$ cat config.mk
export PLATFORM = sky130hd
export DESIGN_NAME = bitrev_stream_engine
export DESIGN_NICKNAME = d
export VERILOG_FILES = /design/src/rtl/bitrev_stream_engine.sv
export SDC_FILE = /design/constraint.sdc
export NUM_CORES = 1
export LEC_CHECK = 0
export CORE_UTILIZATION = 55
export DETAILED_ROUTE_END_ITERATION = 16
export PLACE_DENSITY = 0.72
export REMOVE_ABC_BUFFERS = 1
export SLEW_MARGIN = 20
export SYNTH_ARGS = -nofsm -noshare
export SYNTH_HDL_FRONTEND = slang
export SYNTH_SLANG_ARGS = --single-unit
$ cat constraint.sdc
create_clock -name clk -period 4.7 [get_ports clk]
set_clock_uncertainty 0.1 [all_clocks]
set_input_delay 1.175 -clock clk [delete_from_list [all_inputs] [get_ports clk]]
set_output_delay 1.175 -clock clk [all_outputs]
set_load 0.01 [all_outputs]
$ cat src/rtl/bitrev_stream_engine.sv
// Serial-bit to WIDTH-bit word assembler with optional bit reversal and a FWFT FIFO.
// Optional per-entry parity output is enabled by defining BITREV_PARITY_EN.
module bitrev_stream_engine #(
   parameter int WIDTH  = 8,
   parameter int DEPTH  = 16,
   parameter int ADDR_W = 4
) (
   input  logic              clk,
   input  logic              reset,
   input  logic              bit_in,
   input  logic              bit_valid,
   output logic              bit_ready,
   input  logic              msb_first,
   input  logic              rev_en,
   input  logic              flush,
   output logic [WIDTH-1:0]  word_out,
   output logic              word_valid,
   input  logic              word_ready,
   output logic [ADDR_W:0]   count
`ifdef BITREV_PARITY_EN
   ,
   output logic              parity_out
`endif
);
   localparam int CNT_W = $clog2(WIDTH);
   localparam logic [CNT_W-1:0]  LAST_BIT = CNT_W'(WIDTH - 1);
   localparam logic [ADDR_W:0]   FULL     = (ADDR_W + 1)'(DEPTH);

   logic [CNT_W-1:0]  bit_cnt;
   logic [WIDTH-1:0]  shift;
   logic [WIDTH-1:0]  asm_word;
   logic [WIDTH-1:0]  store_word;
   logic [WIDTH-1:0]  mem [DEPTH];
   logic [ADDR_W-1:0] wr_ptr;
   logic [ADDR_W-1:0] rd_ptr;
   logic              accept;
   logic              push;
   logic              pop;

   // Only the completing bit can stall; partial assembly continues while full.
   assign bit_ready  = (bit_cnt != LAST_BIT) || (count != FULL);
   assign accept     = bit_valid && bit_ready && !flush;
   assign push       = accept && (bit_cnt == LAST_BIT);
   assign word_valid = (count != '0);
   assign pop        = word_valid && word_ready;
   assign word_out   = word_valid ? mem[rd_ptr] : '0;

   always_comb begin
      asm_word = msb_first ? {shift[WIDTH-2:0], bit_in} : {bit_in, shift[WIDTH-1:1]};
      store_word = asm_word;
      if (rev_en)
         for (int i = 0; i < WIDTH; i++) store_word[i] = asm_word[WIDTH-1-i];
   end

   always_ff @(posedge clk) begin
      if (reset) begin
         bit_cnt <= '0;
         shift   <= '0;
      end else if (flush || push) begin
         bit_cnt <= '0;
         shift   <= '0;
      end else if (accept) begin
         bit_cnt <= bit_cnt + 1'b1;
         shift   <= asm_word;
      end
   end

   always_ff @(posedge clk) begin
      if (reset) begin
         wr_ptr <= '0;
         rd_ptr <= '0;
         count  <= '0;
      end else begin
         if (push) wr_ptr <= wr_ptr + 1'b1;
         if (pop)  rd_ptr <= rd_ptr + 1'b1;
         if (push && !pop)      count <= count + 1'b1;
         else if (pop && !push) count <= count - 1'b1;
      end
   end

   // Storage needs no reset: the head is masked to 0 whenever the FIFO is empty.
   always_ff @(posedge clk) begin
      if (!reset && push) mem[wr_ptr] <= store_word;
   end

`ifdef BITREV_PARITY_EN
   logic pmem [DEPTH];

   always_ff @(posedge clk) begin
      if (!reset && push) pmem[wr_ptr] <= ^store_word;
   end

   assign parity_out = word_valid ? pmem[rd_ptr] : 1'b0;
`endif

endmodule
==> key figures <==
Layout
  – Share of cells above drive strength 1: 17.4%
  – Nets: 432
  – Ant diodes: 0
  – Layout area overhead: 13.3%
  – Final core occ: 65.2%

Detailed routing
  – DRC: 1
  – DRT iter0 DRCs: 263
  – ANT nets after route: 0
  – Post-Route WL: 12.3 mm
  – Routed via count: 3467
  – Vias per cell: 6.10
  – DR WL/cell: 21.7 um
  – First drt pass iteration count: 13

STA
  – Fin crit share: 89.3%
  – Final Slew Violations: 0
  – Setup-failing EPs final: 0
  – Final setup margin: 504 ps
  – Rel. slew slack: 42.2%
  – Slew @ Worst Pin: 867 ps
  – Max Freq: 0.238 GHz
  – RSZ-0062 raised after global routing: false
  – Setup TNS: 0 ps
  – Period minus WS final: 4200 ps
  – Final Hold Viols: 0

Floorplan
  – Die extent in y: 112 um
  – Core Area: 11600 um2
  – Initial core utilization: 57.6%
  – Die width: 112 um
  – Cell Rows: 39
  – Die area: 12600 um2
  – Ports: 23

Pwr
  – Leakage power: 2.68 nW
  – Peak supply drop: 0.204 mV
  – Power per cell area: 371 nW/um2

Setup path
  – Reg2reg path depth: 11
  – WP data arrival: 2920 ps
  – WS Path Type: reg -> out
  – Reg2reg start: bit_cnt[0]
  – CP endpoint kind: output pin
  – Crit-path max FO: 12
  – Crit start category: flip-flop
  – Worst EP required: 3420 ps
  – Reg2Reg Setup Slack: 1690 ps
  – Worst reg2reg path endpoint: count[4]

GRT
  – GR peak layer: met2
  – GRT Util Overall: 21.9%
  – Initial antenna violation count: 0
  – Vias in the first global route: 3633
  – Largest net degree at the start of global routing: 33
  – First-pass GRT wire length: 20.2 mm
  – GR Util met2: 37.4%
  – Met3 Track Usage GR: 3.89%
  – GRT met1 Usage: 28.7%
  – Overflow after GRT: 0

Yosys
  – Top cells by area, synth: edfxtp_1 (57%), mux4_2 (8.4%), dfxtp_1 (8.4%)
  – Register bit total from synthesis: 156
  – Count leader, synth: edfxtp_1
  – Synth cell count leaders: edfxtp_1 (128), dfxtp_1 (28), nor2_1 (26)
  – Synth Instances: 383
  – Post-synth top area share: 57.5%
  – Netlist cell types: 46
  – Post-synth EDFFs: 128
  – FFs w/ async S/R, synth: 0%
  – Top FF cell, synth: edfxtp_1
  – Mapped Area: 6690 um2
  – Syn Area/Cell: 17.5 um2
  – Seq/Total Area, Yosys: 65.9%
  – Top cell type by total area after synthesis: edfxtp_1
  – Yosys warning count: 0

Clock tree
  – Num CTS Buffers: 17
  – Clk sink count: 156
  – TritonCTS clock tree: yes
  – Root buffer cell: clkbuf_16
  – CTS clock-pin slew for the worst setup and hold paths: 60 ps
  – PostCTS Resize Cnt: 0
  – CTS Buffer Depth: 2
  – Hold_buf cts: 0
  – Post CTS Setup Buffer Count: 0
  – H-tree depth: 4
  – Worst skew pair latency: 410 ps

Hold path
  – Hold Path Class: reg -> reg
  – Hold Path End: bit_cnt[2]
  – Hold path start: bit_cnt[2]
  – Hold depth: 2

Placement
  – Hpwl dp: 7.99 mm
  – PortBufs: 22
  – GP Congestion: 0.760
  – Setup WS pre-CTS: 799 ps

Run status
  – Violated checks: DRC
  – Status: finished, violations left

Job
  – Max-Cap Viols: 0
-- worst max-delay path, stage by stage, from the launching register on --
cell and delay [ps]:
dfxtp_1 740, mux4_1 630, nor2b_1 140, a211oi_1 350, a211oi_1 120, clkdlybuf4s50_1 520
-- state kept, by name (all words and copies together) (netlist names), named ones only --
| signal | flops |
|---|---|
| count | 5 |
| wr_ptr | 4 |
| shift | 8 |
| rd_ptr | 4 |
| mem | 128 |
| bit_cnt | 3 |
-- report_power, final --
part / internal [mW] / total (mW) / switching (mW)
combinational: 0.0209 / 0.0568 / 0.0359
sequential: 1.50 / 1.50 / 0.00363
clock: 0.751 / 1.26 / 0.507
-- kinds of logic (layout without fill, tap and decap cells) --
kind of cell | after synthesis | count (layout) | synth area share (%)
simple gates | 73 | 73 | 6.18
xor+xnor | 8 | 8 | 1.05
fa+ha+maj | 12 | 12 | 2.36
mux | 60 | 60 | 16.8
flops | 156 | 156 | 65.9
buf+inv | 28 | 70 | 2.47
compound gates | 46 | 46 | 5.22
-- per-layer routing --
| layer | part of all wire [%] | vias to the layer above |
|---|---|---|
| met3 | 5.2 | 10 |
| met5 | 0 | - |
| met2 | 53 | 94 |
| li1 | - | 1602 |
| met1 | 41 | 1761 |
| met4 | 0.99 | 0 |
-- worst max path at each step --
stage | start | end
final | flip-flop | word_out[1]
after global routing | flip-flop | word_out[0]
after CTS | flip-flop | word_out[6]
after detailed placement | flush | count[4]
after global placement | bit_valid | count[4]
after floorplan | flip-flop | word_out[0]
-- per-stage QoR --
step           cell area [um2]  cells  total power, mW  hold slack (ps)
2_1_floorplan             6540    361             1.56              365
3_3_place_gp              7020    536             1.58              379
6_report                  7580    568             2.81              402
4_1_cts                   7580    568             2.84              406
5_1_grt                   7580    568             2.90              458
3_5_place_dp              7020    536             1.59              392
-- cells in the final DEF, fill, tap and decap left out, drive strengths merged, types with 5 or more instances in the layout --
| master | synthesis | layout |
|---|---|---|
| inv | 6 | 8 |
| ha | 11 | 11 |
| a21oi | 5 | 5 |
| clkinv | 0 | 7 |
| nor2 | 28 | 28 |
| mux2i | 21 | 21 |
| nor2b | 9 | 9 |
| o21ai | 5 | 5 |
| buf | 16 | 10 |
| clkbuf | 6 | 23 |
| mux4 | 38 | 38 |
| a211oi | 26 | 26 |
| and2 | 15 | 15 |
| clkdlybuf4s50 | 0 | 22 |
| edfxtp | 128 | 128 |
| dfxtp | 28 | 28 |
-- layout make-up --
cell class	count	area, um2
timing repair buffer	32	295
clock inverter	9	58.8
sequential	156	4400
clock buffer	23	500
tap	143	179
multi-input combinational	199	2120
inverter	6	22.5
fill	818	4040
Power figures use the tool's default switching activity.
